===== config.mk =====
export PLATFORM = sky130hd
export DESIGN_NAME = io_timer
export DESIGN_NICKNAME = d
export VERILOG_FILES = /design/src/rtl/io_timer_pkg.sv /design/src/rtl/io_timer_channel.sv /design/src/rtl/io_timer.sv
export SDC_FILE = /design/constraint.sdc
export NUM_CORES = 1
export LEC_CHECK = 0
export CAP_MARGIN = 30
export CORE_ASPECT_RATIO = 0.8
export CORE_MARGIN = 5
export CORE_UTILIZATION = 53
export DETAILED_ROUTE_END_ITERATION = 12
export PLACE_DENSITY = 0.78
export SYNTH_ARGS = -nofsm -noshare
export SYNTH_HDL_FRONTEND = slang
export SYNTH_SLANG_ARGS = --single-unit

===== constraint.sdc =====
create_clock -name SYSCLK -period 4.7 [get_ports SYSCLK]
set_clock_uncertainty 0.2 [all_clocks]
set_input_delay 0.94 -clock SYSCLK [delete_from_list [all_inputs] [get_ports SYSCLK]]
set_output_delay 0.94 -clock SYSCLK [all_outputs]
set_load 0.005 [all_outputs]

===== src/rtl/io_timer_pkg.sv =====
// Shared register map and bit positions for the dual interval timer.
package io_timer_pkg;

  localparam logic [3:0] REG_CTRL     = 4'h0;
  localparam logic [3:0] REG_STATUS   = 4'h1;
  localparam logic [3:0] REG_PRESCALE = 4'h2;
  localparam logic [3:0] REG_T0LO     = 4'h4;
  localparam logic [3:0] REG_T0HI     = 4'h5;
  localparam logic [3:0] REG_T1LO     = 4'h6;
  localparam logic [3:0] REG_T1HI     = 4'h7;

  localparam int unsigned CTRL_EN0   = 0;
  localparam int unsigned CTRL_EN1   = 1;
  localparam int unsigned CTRL_CONT0 = 2;
  localparam int unsigned CTRL_CONT1 = 3;
  localparam int unsigned CTRL_IE0   = 4;
  localparam int unsigned CTRL_IE1   = 5;
  localparam int unsigned CTRL_W     = 6;

  localparam int unsigned ST_F0    = 0;
  localparam int unsigned ST_F1    = 1;
  localparam int unsigned STATUS_W = 2;

endpackage


===== src/rtl/io_timer_channel.sv =====
// One down-counting timer channel: reload register, count, underflow and auto-disable pulses.
module io_timer_channel
  import io_timer_pkg::*;
#(
  parameter int unsigned COUNT_W = 16
) (
  input  logic               clk_i,
  input  logic               rst_ni,
  input  logic               tick_i,
  input  logic               en_i,
  input  logic               cont_i,
  input  logic               lo_we_i,
  input  logic               hi_we_i,
  input  logic [7:0]         wdata_i,
  output logic [COUNT_W-1:0] count_o,
  output logic               underflow_o,
  output logic               auto_dis_o
);

  logic [COUNT_W-1:0] count_q, count_d;
  logic [COUNT_W-1:0] reload_q, reload_d;
  logic               run;
  logic               zero;

  always_comb begin
    reload_d = reload_q;
    count_d  = count_q;
    // A hi-byte load supersedes the tick entirely for this cycle.
    run         = tick_i & en_i & ~hi_we_i;
    zero        = (count_q == '0);
    underflow_o = run & zero;
    auto_dis_o  = underflow_o & ~cont_i;
    if (lo_we_i) begin
      reload_d[7:0] = wdata_i;
    end
    if (hi_we_i) begin
      reload_d[COUNT_W-1:8] = wdata_i[COUNT_W-9:0];
      count_d               = reload_d;
    end else if (run) begin
      if (!zero) begin
        count_d = count_q - COUNT_W'(1);
      end else if (cont_i) begin
        count_d = reload_q;
      end else begin
        count_d = '0;
      end
    end
  end

  always_ff @(posedge clk_i) begin
    if (!rst_ni) begin
      count_q  <= '0;
      reload_q <= '0;
    end else begin
      count_q  <= count_d;
      reload_q <= reload_d;
    end
  end

  assign count_o = count_q;

endmodule


===== src/rtl/io_timer.sv =====
// Dual interval timer on the 65816 I/O page: bus capture, prescaler, CTRL/STATUS, snapshots, IRQB.
module io_timer
  import io_timer_pkg::*;
#(
  parameter int unsigned COUNT_W = 16,
  parameter int unsigned PRE_W   = 8
) (
  input  logic       SYSCLK,
  input  logic       RESETB,
  input  logic       PHI2,
  input  logic       CSB,
  input  logic       RWB,
  input  logic [3:0] A,
  input  logic [7:0] DB_IN,
  output logic [7:0] DB_OUT,
  output logic       DB_OE,
  output logic       IRQB
);

  logic                phi2_q, armed_q, armed_d;
  logic                cap_csb_q, cap_rwb_q;
  logic [3:0]          cap_a_q;
  logic [7:0]          cap_db_q;
  logic [CTRL_W-1:0]   ctrl_q, ctrl_d;
  logic [STATUS_W-1:0] status_q, status_d;
  logic [PRE_W-1:0]    prescale_q, prescale_d, pre_cnt_q, pre_cnt_d;
  logic [COUNT_W-1:0]  snap0_q, snap0_d, snap1_q, snap1_d;
  logic                irqb_q, irqb_d;

  logic               rise, fall, wr, tick;
  logic               we_ctrl, we_status, we_pre, we_t0lo, we_t0hi, we_t1lo, we_t1hi;
  logic [COUNT_W-1:0] count0, count1;
  logic               uf0, uf1, ad0, ad1;

  assign rise = ~phi2_q & PHI2;
  assign fall = phi2_q & ~PHI2;
  assign wr   = fall & armed_q & ~cap_csb_q & ~cap_rwb_q;

  assign we_ctrl   = wr & (cap_a_q == REG_CTRL);
  assign we_status = wr & (cap_a_q == REG_STATUS);
  assign we_pre    = wr & (cap_a_q == REG_PRESCALE);
  assign we_t0lo   = wr & (cap_a_q == REG_T0LO);
  assign we_t0hi   = wr & (cap_a_q == REG_T0HI);
  assign we_t1lo   = wr & (cap_a_q == REG_T1LO);
  assign we_t1hi   = wr & (cap_a_q == REG_T1HI);

  assign tick = (pre_cnt_q == prescale_q);

  io_timer_channel #(.COUNT_W(COUNT_W)) u_ch0 (
    .clk_i       (SYSCLK),
    .rst_ni      (RESETB),
    .tick_i      (tick),
    .en_i        (ctrl_q[CTRL_EN0]),
    .cont_i      (ctrl_q[CTRL_CONT0]),
    .lo_we_i     (we_t0lo),
    .hi_we_i     (we_t0hi),
    .wdata_i     (cap_db_q),
    .count_o     (count0),
    .underflow_o (uf0),
    .auto_dis_o  (ad0)
  );

  io_timer_channel #(.COUNT_W(COUNT_W)) u_ch1 (
    .clk_i       (SYSCLK),
    .rst_ni      (RESETB),
    .tick_i      (tick),
    .en_i        (ctrl_q[CTRL_EN1]),
    .cont_i      (ctrl_q[CTRL_CONT1]),
    .lo_we_i     (we_t1lo),
    .hi_we_i     (we_t1hi),
    .wdata_i     (cap_db_q),
    .count_o     (count1),
    .underflow_o (uf1),
    .auto_dis_o  (ad1)
  );

  always_comb begin
    armed_d    = armed_q;
    ctrl_d     = ctrl_q;
    status_d   = status_q;
    prescale_d = prescale_q;
    pre_cnt_d  = (tick || we_pre) ? '0 : pre_cnt_q + PRE_W'(1);
    snap0_d    = snap0_q;
    snap1_d    = snap1_q;

    if (rise) armed_d = 1'b1;
    if (fall) armed_d = 1'b0;

    if (ad0) ctrl_d[CTRL_EN0] = 1'b0;
    if (ad1) ctrl_d[CTRL_EN1] = 1'b0;
    if (we_ctrl) ctrl_d = cap_db_q[CTRL_W-1:0];

    // Clear first so a same-cycle underflow wins over the W1C.
    if (we_status) status_d = status_q & ~cap_db_q[STATUS_W-1:0];
    if (uf0) status_d[ST_F0] = 1'b1;
    if (uf1) status_d[ST_F1] = 1'b1;

    if (we_pre) prescale_d = cap_db_q[PRE_W-1:0];

    if (rise && !CSB && RWB) begin
      if (A == REG_T0LO) snap0_d = count0;
      if (A == REG_T1LO) snap1_d = count1;
    end

    irqb_d = ~((status_q[ST_F0] & ctrl_q[CTRL_IE0]) | (status_q[ST_F1] & ctrl_q[CTRL_IE1]));
  end

  always_ff @(posedge SYSCLK) begin
    if (!RESETB) begin
      // phi2_q resets high so a bus cycle already in flight at release never looks like a rise.
      phi2_q     <= 1'b1;
      armed_q    <= 1'b0;
      cap_csb_q  <= 1'b1;
      cap_rwb_q  <= 1'b1;
      cap_a_q    <= '0;
      cap_db_q   <= '0;
      ctrl_q     <= '0;
      status_q   <= '0;
      prescale_q <= '0;
      pre_cnt_q  <= '0;
      snap0_q    <= '0;
      snap1_q    <= '0;
      irqb_q     <= 1'b1;
    end else begin
      phi2_q     <= PHI2;
      armed_q    <= armed_d;
      if (PHI2) begin
        cap_csb_q <= CSB;
        cap_rwb_q <= RWB;
        cap_a_q   <= A;
        cap_db_q  <= DB_IN;
      end
      ctrl_q     <= ctrl_d;
      status_q   <= status_d;
      prescale_q <= prescale_d;
      pre_cnt_q  <= pre_cnt_d;
      snap0_q    <= snap0_d;
      snap1_q    <= snap1_d;
      irqb_q     <= irqb_d;
    end
  end

  always_comb begin
    DB_OUT = '0;
    unique case (A)
      REG_CTRL:     DB_OUT = {2'b00, ctrl_q};
      REG_STATUS:   DB_OUT = {6'b000000, status_q};
      REG_PRESCALE: DB_OUT = 8'(prescale_q);
      REG_T0LO:     DB_OUT = snap0_q[7:0];
      REG_T0HI:     DB_OUT = snap0_q[COUNT_W-1:8];
      REG_T1LO:     DB_OUT = snap1_q[7:0];
      REG_T1HI:     DB_OUT = snap1_q[COUNT_W-1:8];
      default:      DB_OUT = '0;
    endcase
  end

  assign DB_OE = ~CSB & RWB & PHI2;
  assign IRQB  = irqb_q;

endmodule

==> metrics.txt <==
status=finished clean; fin. max-slew vios=0; TNS Setup=0 ns; crit share post-route=0.875; PD cells=approximately 340 mW/mm²; routed wl met2=around 8100 µm; clock period minus final worst setup slack=approximately 4 ns; htree depth=4; DRC=0; Port Buffers=26; instance count of the mapped netlist=799; total setup buffers inserted after CTS=0; # IOs=27; vias after detailed routing=6045; f_max=around 240 MHz; CTS tree=built; WP data required=roughly 3.6 ns; CP startpoint=A[2]; clk_lat worst skew=0.42 ns; Place WS=0.608 ns; Avg WL per Cell=about 19 µm; clk sinks=roughly 140; unrepaired setup endpoints after global routing=false; first-pass GRT wire length=roughly 30000 µm; largest net degree at the start of global routing=46; ant diodes=0; full die area=0.0152 mm²; CTS root buf=clkbuf_16; Core ar.=~0.013 mm²; crit path kind=in2out; syn avg cell area=about 8.5 µm²; Leak Pwr=0.00304 µW; PostCTS Resize Cnt=0; starting density of the core=0.534; antenna-violating nets left=0; post-detail-place hpwl=12800 µm; Yosys warnings=0; remaining global-route overflow=0; highest routed metal layer=met4; FF-to-FF Start=u_ch0.count_o[7]$_SDFFE_PN0P_; most frequent cell after synthesis=dfxtp_1; Synth area leader=dfxtp_1; actual slew at the worst max-slew pin=0.959 ns; vias in the first global route=around 5600; setup violators final=0; Post-Synthesis Net Count=821; Critical Path End Type=output port; Worst slew margin=0.361; synth top area cells=dfxtp_1 40%, mux2i_1 12%, nor2_1 7.0%; clock slew seen by the registers of the worst setup and hold paths=around 0.06 ns; CP Launch Type=input port; Critical Path Fanout Max=19; RD Place Congestion=between 0.9 and 1; final hold violation count=0; EDFF count, synth=0; area grow syn2layout=12.8%; Peak VDD IR=approximately 0.29 mV; GRT Util Overall=0.254; maximum capacitance violations=0; Netlist cell types=74; CP arrival=about 3.0 ns; placed insts=between 900 and 1000; CTS Buffer Depth=2; Post-synth ARST share=0; antenna violations before repair=0; drt total wl=18900 µm; fraction of layout cells with a size suffix above 1=0.0932; hold_sp=u_ch0.reload_q[12]$_SDFFE_PN0P_; metal3 WL=roughly 1900 µm; DR pass1 iterations=6; Die W=approximately 140 µm; sequential area share after synthesis=0.405; Die Y-Extent=roughly 110 µm; #FFs+latches synth=137; CTS Buf Count=17; FP Rows=37; cts hold-fix bufs=0; Commonest cells post-synth=137 x dfxtp_1, 126 x nor2_1, 81 x mux2i_1; flop2flop setup slack=between 1.5 and 2 ns; Synth Flop Type=dfxtp_1; Worst Setup Slack, final=0.590 ns; Routed met1 length=between 8000 and 9000 µm; Non-Filler Instances=980; DR vias/cell=6.17; post-synth top area share=0.405; Min-Delay Path Class=reg2reg; Post-Syn Area=slightly below 0.007 mm²; DRT iter0 DRCs=867; total power=about 2600 µW; Post-layout nets=between 800 and 900
## kinds of logic (layout without fill, tap and decap cells)
kind of cell    Yosys count  count (layout)  synth area share
compound gates          168             168             0.162
xor+xnor                 16              16            0.0207
fa+ha+maj                 5               5           0.00923
buf+inv                  75              81            0.0489
flops                   137             137             0.405
mux                      90              90             0.141
simple gates            308             308             0.213
## cells in the final DEF (no fill, tap or decap), types with 5 or more instances in the layout
cell type	Yosys	final
a211oi_1	6	6
a21oi_1	44	44
a22o_1	6	6
a22oi_1	7	7
a31oi_1	15	15
and3_1	10	10
buf_4	2	12
clkbuf_16	0	17
clkdlybuf4s50_1	0	26
clkinv_2	0	5
dfxtp_1	137	137
ha_1	5	5
inv_1	10	10
mux2_2	5	5
mux2i_1	81	81
nand2_1	70	70
nand3_1	27	27
nand4_1	9	9
nor2_1	126	126
nor3_1	22	22
nor4_1	5	5
o21a_1	5	5
o21ai_0	34	34
o22ai_1	5	5
o31ai_1	8	8
or3_1	8	8
xnor2_1	11	11
xor2_1	5	5
## flip-flops by register name, indices dropped and copies added (netlist names)
name / count
snap0_q: 16
cap_a_q: 4
pre_cnt_q: 8
cap_db_q: 8
u_ch1.reload_q: 16
phi2_q: 1
IRQB: 1
u_ch0.count_o: 16
cap_csb_q: 1
armed_q: 1
snap1_q: 16
u_ch1.count_o: 16
ctrl_q: 6
status_q: 2
u_ch0.reload_q: 16
prescale_q: 8
cap_rwb_q: 1
## through the flow
stage	area, µm²	utilization	hold WS, ns
after floorplan	6780	-	0.232
after global placement	7060	0.556	0.239
after detailed placement	7060	0.556	0.250
after CTS	7650	0.603	0.258
after global routing	7650	0.603	0.271
final	7650	0.603	0.256
## layout make-up
| type | count | area [µm²] |
|---|---|---|
| clock inverters | 12 | 124 |
| flip-flops and latches | 137 | 2740 |
| fillers | 1089 | 5040 |
| repair buffers | 38 | 350 |
| inverters | 11 | 41.3 |
| multi-input cells | 587 | 3700 |
| clock buffers | 20 | 467 |
| well taps | 175 | 219 |
## final timing paths
path                                          end  cells after the start
setup / recovery                        DB_OUT[2]                      8
hold reg to reg   u_ch0.reload_q[12]$_SDFFE_PN0P_                      2
hold / removal    u_ch0.reload_q[12]$_SDFFE_PN0P_                      2
setup reg to reg    u_ch0.count_o[3]$_SDFFE_PN0P_                      6
## worst max-delay path, cell delays in order
cell and delay, ns:
clkdlybuf4s50_1 0.67, buf_4 0.29, nor2b_1 0.22, a21oi_1 0.09, nor2_1 0.10, a21oi_1 0.05
nor2_1 0.09, clkdlybuf4s50_1 0.51
## layer usage
| layer | global-route usage | vias to the layer above |
|---|---|---|
| met1 | 0.380 | 2870 |
| met4 | 0.0678 | 0 |
| li1 | - | 2839 |
| met5 | 0 | - |
| met3 | 0.0667 | 29 |
| met2 | 0.358 | 307 |
## report_power, final
group / internal [µW] / total, µW / switching (µW)
logic: 31.1 / 76.9 / 45.8
registers: 1170 / 1190 / 22.2
clock network: 818 / 1330 / 508
total: 2020 / 2590 / 576
Power figures use the tool's default switching activity.
